[src/rtl/multicycle_control_fsm.sv]
// Multi-cycle RV32I main control FSM. Steps each instruction through
// fetch/decode/execute/memory/write-back states and drives the datapath
// strobes. Also provides an illegal-opcode trap and a retired-instruction counter.
module multicycle_control_fsm #(
    parameter int unsigned USE_MEM_READY = 1,
    parameter int unsigned ENABLE_JUMPS  = 1,
    parameter int unsigned CNT_W         = 32
) (
    input  logic             clk,
    input  logic             rst_n,
    input  logic [6:0]       opcode,
    input  logic             mem_ready,
    output logic             pc_write,
    output logic             pc_write_cond,
    output logic [1:0]       pc_source,
    output logic             ir_write,
    output logic             iord,
    output logic             mem_read,
    output logic             mem_write,
    output logic             mem_to_reg,
    output logic             reg_write,
    output logic [1:0]       alu_src_a,
    output logic [1:0]       alu_src_b,
    output logic [1:0]       alu_op,
    output logic             illegal,
    output logic [3:0]       state,
    output logic [CNT_W-1:0] instr_retired
);

    typedef enum logic [3:0] {
        StIdle     = 4'd0,
        StFetch    = 4'd1,
        StDecode   = 4'd2,
        StMemAddr  = 4'd3,
        StMemRead  = 4'd4,
        StMemWb    = 4'd5,
        StMemWrite = 4'd6,
        StExecute  = 4'd7,
        StAluWb    = 4'd8,
        StBranch   = 4'd9,
        StJal      = 4'd10,
        StJalr     = 4'd11,
        StUpper    = 4'd12,
        StTrap     = 4'd15
    } state_e;

    localparam logic [6:0] OpLoad   = 7'b0000011;
    localparam logic [6:0] OpStore  = 7'b0100011;
    localparam logic [6:0] OpReg    = 7'b0110011;
    localparam logic [6:0] OpImm    = 7'b0010011;
    localparam logic [6:0] OpBranch = 7'b1100011;
    localparam logic [6:0] OpJal    = 7'b1101111;
    localparam logic [6:0] OpJalr   = 7'b1100111;
    localparam logic [6:0] OpLui    = 7'b0110111;
    localparam logic [6:0] OpAuipc  = 7'b0010111;

    // Latched instruction class: distinguishes load/store and LUI/AUIPC.
    localparam logic [1:0] ClsLoad  = 2'd0;
    localparam logic [1:0] ClsStore = 2'd1;
    localparam logic [1:0] ClsLui   = 2'd2;
    localparam logic [1:0] ClsAuipc = 2'd3;

    state_e           state_q, state_d;
    logic [1:0]       cls_q, cls_d;
    logic             imm_q, imm_d;
    logic [CNT_W-1:0] cnt_q, cnt_d;
    logic             ready;
    logic             jumps_ok;
    logic             retire;

    assign ready    = (USE_MEM_READY != 0) ? mem_ready : 1'b1;
    assign jumps_ok = (ENABLE_JUMPS != 0);

    // State, latched opcode class and retired counter registers.
    always_ff @(posedge clk or negedge rst_n) begin
        if (!rst_n) begin
            state_q <= StIdle;
            cls_q   <= ClsLoad;
            imm_q   <= 1'b0;
            cnt_q   <= '0;
        end else begin
            state_q <= state_d;
            cls_q   <= cls_d;
            imm_q   <= imm_d;
            cnt_q   <= cnt_d;
        end
    end

    // Next-state, class latch and retire-count logic.
    always_comb begin
        state_d = state_q;
        cls_d   = cls_q;
        imm_d   = imm_q;
        retire  = 1'b0;
        case (state_q)
            StIdle:  state_d = StFetch;
            StFetch: if (ready) state_d = StDecode;
            StDecode: begin
                imm_d = (opcode == OpImm);
                case (opcode)
                    OpStore: cls_d = ClsStore;
                    OpLui:   cls_d = ClsLui;
                    OpAuipc: cls_d = ClsAuipc;
                    default: cls_d = ClsLoad;
                endcase
                case (opcode)
                    OpLoad, OpStore: state_d = StMemAddr;
                    OpReg, OpImm:    state_d = StExecute;
                    OpBranch:        state_d = StBranch;
                    OpJal:           state_d = jumps_ok ? StJal : StTrap;
                    OpJalr:          state_d = jumps_ok ? StJalr : StTrap;
                    OpLui, OpAuipc:  state_d = jumps_ok ? StUpper : StTrap;
                    default:         state_d = StTrap;
                endcase
            end
            StMemAddr:  state_d = (cls_q == ClsStore) ? StMemWrite : StMemRead;
            StMemRead:  if (ready) state_d = StMemWb;
            StMemWb: begin
                state_d = StFetch;
                retire  = 1'b1;
            end
            StMemWrite: begin
                if (ready) begin
                    state_d = StFetch;
                    retire  = 1'b1;
                end
            end
            StExecute: state_d = StAluWb;
            StAluWb, StBranch, StJal, StJalr, StUpper: begin
                state_d = StFetch;
                retire  = 1'b1;
            end
            StTrap:  state_d = StTrap;
            default: state_d = StIdle;
        endcase
        cnt_d = retire ? cnt_q + CNT_W'(1) : cnt_q;
    end

    // Datapath strobes decoded from the current state (FETCH also uses ready).
    always_comb begin
        pc_write      = 1'b0;
        pc_write_cond = 1'b0;
        pc_source     = 2'd0;
        ir_write      = 1'b0;
        iord          = 1'b0;
        mem_read      = 1'b0;
        mem_write     = 1'b0;
        mem_to_reg    = 1'b0;
        reg_write     = 1'b0;
        alu_src_a     = 2'd0;
        alu_src_b     = 2'd0;
        alu_op        = 2'b00;
        illegal       = 1'b0;
        case (state_q)
            StFetch: begin
                mem_read  = 1'b1;
                alu_src_b = 2'd1;
                ir_write  = ready;
                pc_write  = ready;
            end
            StDecode: begin
                // ALUOut <= old PC + imm, used later by branch/JAL targets.
                alu_src_a = 2'd2;
                alu_src_b = 2'd2;
            end
            StMemAddr: begin
                alu_src_a = 2'd1;
                alu_src_b = 2'd2;
            end
            StMemRead: begin
                mem_read = 1'b1;
                iord     = 1'b1;
            end
            StMemWb: begin
                reg_write  = 1'b1;
                mem_to_reg = 1'b1;
            end
            StMemWrite: begin
                mem_write = 1'b1;
                iord      = 1'b1;
            end
            StExecute: begin
                alu_src_a = 2'd1;
                alu_src_b = imm_q ? 2'd2 : 2'd0;
                alu_op    = 2'b10;
            end
            StAluWb: reg_write = 1'b1;
            StBranch: begin
                alu_src_a     = 2'd1;
                alu_op        = 2'b01;
                pc_write_cond = 1'b1;
                pc_source     = 2'd1;
            end
            StJal: begin
                reg_write = 1'b1;
                alu_src_a = 2'd2;
                alu_src_b = 2'd1;
                pc_write  = 1'b1;
                pc_source = 2'd1;
            end
            StJalr: begin
                reg_write = 1'b1;
                alu_src_a = 2'd2;
                alu_src_b = 2'd1;
                pc_write  = 1'b1;
                pc_source = 2'd2;
            end
            StUpper: begin
                alu_src_a = (cls_q == ClsLui) ? 2'd3 : 2'd2;
                alu_src_b = 2'd2;
                reg_write = 1'b1;
            end
            StTrap:  illegal = 1'b1;
            default: ;
        endcase
    end

    assign state         = state_q;
    assign instr_retired = cnt_q;

endmodule

[config.mk]
export PLATFORM = sky130hd
export DESIGN_NAME = multicycle_control_fsm
export DESIGN_NICKNAME = d
export VERILOG_FILES = /design/src/rtl/multicycle_control_fsm.sv
export SDC_FILE = /design/constraint.sdc
export NUM_CORES = 1
export LEC_CHECK = 0
export CAP_MARGIN = 20
export CORE_UTILIZATION = 26
export DETAILED_ROUTE_END_ITERATION = 12
export SYNTH_ARGS = -nofsm -noshare
export SYNTH_HDL_FRONTEND = slang
export SYNTH_SLANG_ARGS = --single-unit
export TNS_END_PERCENT = 20
[constraint.sdc]
create_clock -name clk -period 2.4 [get_ports clk]
set_input_delay 0.36 -clock clk [delete_from_list [all_inputs] [get_ports clk]]
set_output_delay 0.36 -clock clk [all_outputs]
set_load 0.01 [all_outputs]
Word-level counts from Yosys, hierarchy flattened
Cells that the tools add are included.
- word-level logic and storage cells: 72
- register bits after elaboration: 39
- mux-type cells: 24
- equality and inequality tests: 27
- reductions and logical operators: 16
- add/subtract/negate cells: 1
- operator list (cell ; count):
    32-bit by 1-bit adder with 32-bit output, second input constant ; 1
    4-bit case mux with 8 select lines ; 1
    4-bit equality test, second input constant ; 6
    4-bit case mux with 6 select lines ; 1
    7-bit by 6-bit equality test with 1-bit output, second input constant ; 3
    7-bit equality test, second input constant ; 3
    2-bit case mux with 3 select lines ; 3
    4-bit by 3-bit equality test with 1-bit output, second input constant ; 4
    7-bit by 5-bit equality test with 1-bit output, second input constant ; 2
    2-bit OR reduction ; 7
    4-bit 2-to-1 mux ; 3
    3-bit OR reduction ; 4
    1-bit 2-to-1 mux ; 10
    4-bit by 2-bit equality test with 1-bit output, second input constant ; 2
    2-bit case mux with 2 select lines ; 2
    7-bit by 2-bit equality test with 1-bit output, second input constant ; 1
    7-bit OR reduction ; 1
    2-bit != test, second input constant ; 3
    6-bit OR reduction ; 1
    5-bit OR reduction ; 1
    4-bit by 1-bit equality test with 1-bit output, second input constant ; 1
    4-bit zero test ; 1
    2-bit 2-to-1 mux ; 2
    1-bit case mux with 2 select lines ; 2
    other kinds (3) ; 3

Depth between registers and ports, before layout
Gate-level depths: netlist (run 1).
- depth after elaboration: 4
- mapped depth: 7

Least setup slack after synthesis (run 1)
Ideal clock, no wire load.
- kind: reg2reg
- start point: register state_q[0], in the netlist state[0]
- end point: register cnt_q[1], in the netlist instr_retired[1]
- clock period less this slack: 1893 ps
- cell stages (with the launch flop): 6
- data arrival time: 1768 ps
- slack: 507 ps
- cells stage by stage: dfrtp_1 -> buf_2 -> or3b_4 -> o21ai_4 -> nand2b_1 -> mux2_2
- cells in the longest elaborated chain, start to end: 3
- elaborated cells on any way between the ends: 9
- those cells by class: eq/ne (7); mux (1); reduce/logical (1)
- ends and longest elaborated chain (element ; line ; RTL):
    start, declared ; 63 ; state_e state_q, state_d;
    start signal, assigned ; 77 ; state_q <= StIdle;
    start signal, assigned ; 82 ; state_q <= state_d;
    4-bit equality test / 4-bit by 3-bit equality test with 1-bit output (equally long branches) ; 95 ; case (state_q)
    6-bit OR reduction (no line) ; n/a ;
    1-bit case mux with 2 select lines (*) ; 95 ;
    end signal, assigned ; 85 ; cnt_q <= cnt_d;
    end, declared ; 66 ; logic [CNT_W-1:0] cnt_q, cnt_d;
Mark *: on every way between the ends. The rest lies on a longest branch, timed or not.
A chain may end at the register's enable or synchronous reset.

Worst setup path in the final report (run 1)
- start point: register state_q[3], in the netlist state[3]
- end point: output mem_write
- cells in the longest elaborated chain, start to end: 2
- ends and longest elaborated chain (element ; line ; RTL):
    4-bit by 3-bit equality test with 1-bit output ; 154 ; case (state_q)
    1-bit 2-to-1 mux ; 154 ;
    end, declared ; 19 ; output logic mem_write,
Every way passes these cells.

==> results of run 1 <==
==> per-layer routing <==
layer	track usage (%)	routed length [µm]
met3	2.508	180
met2	19.77	2351
met1	16.11	2434
met5	0	0
met4	3.462	21
==> repair_timing <==
item,CTS,global route
cloned,0,0
pin swaps,0,0
setup buffers,0,2
setup endpoints to repair,3,6
resized for setup,2,5
hold endpoints to repair,0,0
==> worst paths after layout <==
check | startpoint | to | slack [ns] | depth (start not counted)
worst max-delay path | state[3]$_DFFE_PN0P_ | mem_write | 0.09 | 4
worst min-delay path | rst_n | instr_retired[7]$_DFFE_PN0P_ | 0.19 | 1
worst max register to register | state[2]$_DFFE_PN0P_ | instr_retired[30]$_DFFE_PN0P_ | 0.44 | 6
worst min register to register | instr_retired[31]$_DFFE_PN0P_ | instr_retired[31]$_DFFE_PN0P_ | 0.47 | 1
max in group asynchronous | rst_n | state[2]$_DFFE_PN0P_ | 1.62 | 1
min in group clk | instr_retired[31]$_DFFE_PN0P_ | instr_retired[31]$_DFFE_PN0P_ | 0.47 | 1
==> state kept, by name (all words and copies together) (netlist names) <==
| register | count |
|---|---|
| cls_q | 2 |
| instr_retired | 32 |
| imm_q | 1 |
| state | 4 |
==> power groups by stage <==
stage               sequential [mW]  combinational [mW]  clock (mW)
detailed placement            0.917                1.14           0
global route                  0.913                1.33       0.527
CTS                           0.909                1.15       0.504
finish                        0.890                1.22       0.478
global placement              0.915                1.14           0
floorplan                     0.872               0.652           0
==> placed cells by master, fill, tap and decap left out, drive strengths merged, types with 2 or more instances in the layout <==
master         count
o31ai              2
clkbuf             8
o21ai             10
xnor2             15
nand2             25
nor2              26
and2               2
a21oi              8
mux2i              2
buf               10
xor2              17
nand3             13
nand3b             2
nor4               4
clkdlybuf4s50     61
inv                8
a22o               4
nor3              13
and3               3
nand2b             8
dfrtp             39
nand4              7
nor2b              5
==> area by class of cell <==
type                    instances  area (µm²)  area share [%]
clock buffers                   8       100.1           3.241
inverters                       8       30.03          0.9724
well taps                     105       131.4           4.254
flip-flops and latches         39       980.9           31.77
multi-input cells             181        1150           37.24
repair buffers                 71       695.7           22.53
==> through the flow <==
step / total power, mW / instance area, µm²
floorplan: 1.524 / 2190
global placement: 2.057 / 2945
detailed placement: 2.062 / 2945
CTS: 2.562 / 3048
global route: 2.767 / 3088
finish: 2.583 / 3088
==> cell families (layout without fill, tap and decap cells) <==
group / Yosys count / count (layout) / share of synthesized area, %
fa+ha+maj: 1 / 1 / 0.5713
xor+xnor: 32 / 32 / 12.80
buf+inv: 18 / 87 / 3.372
mux: 3 / 3 / 1.429
compound gates: 33 / 33 / 11.26
simple gates: 112 / 112 / 26.00
flops: 39 / 39 / 44.57
==> worst max-delay path: stages (launching register included) <==
cell and delay [ns]:
dfrtp_2 0.48, or3b_4 0.43, inv_1 0.11, and2_1 0.13
clkdlybuf4s50_1 0.53
==> flow_metrics.tcl, run 1 <==
set metrics [dict create \
    clockRootBuffer "clkbuf_8" \
    timing.slew.headroom_pct 43.05 \
    dieArea_um2 8793 \
    cts-hold-fix-buffers 0 \
    ctsLongestPathBuffers 2 \
    dr.pass1.iters 4 \
    clkLatencyLatePin_ns 0.28 \
    synth_edf_count 0 \
    timing.hold.ws_ns 0.1853 \
    netlist.area_leader.share_pct 44.57 \
    postSynthAreaPerCell_um2 9.200 \
    cts_sinks 39 \
    tightestPinTransition_ns 0.8542 \
    htreeDepth 2 \
    synth.most_common_cell "dfrtp_1" \
    seq_power_share_pct 34.5 \
    critPathKind "reg -> out" \
    syn_inst 238 \
    p_sw_share_pct 36.25 \
    syn_to_final_growth_pct 41.03 \
    track_usage_pct 12.12 \
    wirelength_um 4987 \
    maxCapViolations 0 \
    synth_nets 249 \
    ys.flop_type "dfrtp_1" \
    hold_viol_final 0 \
    fin_nets 317 \
    core_area_um2 8175 \
    ys_seq_area_share_pct 44.57 \
    placed_cells 402 \
    clock_power_share_pct 18.5 \
    numCtsBuffers 5 \
    ys_top_cells_by_area "dfrtp_1, xor2_1, xnor2_1, nor2_1, nand2_1" \
    grt_pass1_vias 1758 \
    vias 1882 \
    slew_violations 0 \
    io_buffer_count 62 \
    synth-seq-cells 39 \
    finalSetupTns_ns 0 \
    p_int_mw 1.647 \
    power.leakage_nw 1.328 \
    rows 33 \
    grt_pass1_wl_um 8383 \
    synth_area_um2 2190 \
    p_per_area_nw_per_um2 836.6 \
    post_drt_wl_per_cell_um 12.10 \
    clk_pin_slew_ns 0.07 \
    die_w_um 93.77 \
    required_ns 2.04 \
    fin_cells 412 \
    yosysWarnings 0 \
    ioPinCount 63 \
    fp.dieH_um 93.77 \
    fin_crit_sh_pct 96.27 \
    clock.fmax_mhz 432.8 \
    hp-class "in -> async" \
    worst_clock_skew_ns 0.008409 \
    synthArstFlopShare_pct 100.0 \
    vias_per_cell 4.568 \
    ys_types 42 \
    cp-start-kind "flop" \
    finalSetupViolCount 0 \
    ant_nets 0 \
    finalCriticalPeriod_ns 2.311 \
    layout_setup_ws_ns 0.08947 \
    cts_tree "yes" \
    status "complete, no violations" \
    initial_core_util_pct 26.78 \
    grt_antenna_before_repair 0 \
    place_ws_ns 0.2520 \
    power_frac_comb_pct 47.0 \
    gp_congestion 0.8284 \
    nFillCells 857 \
    yosysTopAreaCell "dfrtp_1" \
    antennaDiodeCount 0 \
    drive_above_1_share_pct 10.75 \
    first_iter_violations 34 \
    p_sw_uw 936.4 \
    cp_data_arrival_time_ns 1.95 \
    worstSetupEndpointType "primary output" \
    post-route-util_pct 37.77 \
    dp_hpwl_um 3756 \
    rsz0062_at_grt "false" \
    detail_route.drc_violations 0 \
    vdd_drop_max_v 0.0002377 \
    worstPathMaxFanout 12 \
    grt_max_degree 40 \
    gr-total-overflow 0 \
    synth_commonest_cells "dfrtp_1, nor2_1, nand2_1" \
]
Note: power is estimated with default switching activity, not from simulation.
==> run 2, diff against run 1 <==
- SLEW_MARGIN: not set -> 20
==> results of run 2 <==
No change in the layout: final DEF, timing and power equal those of run 1.
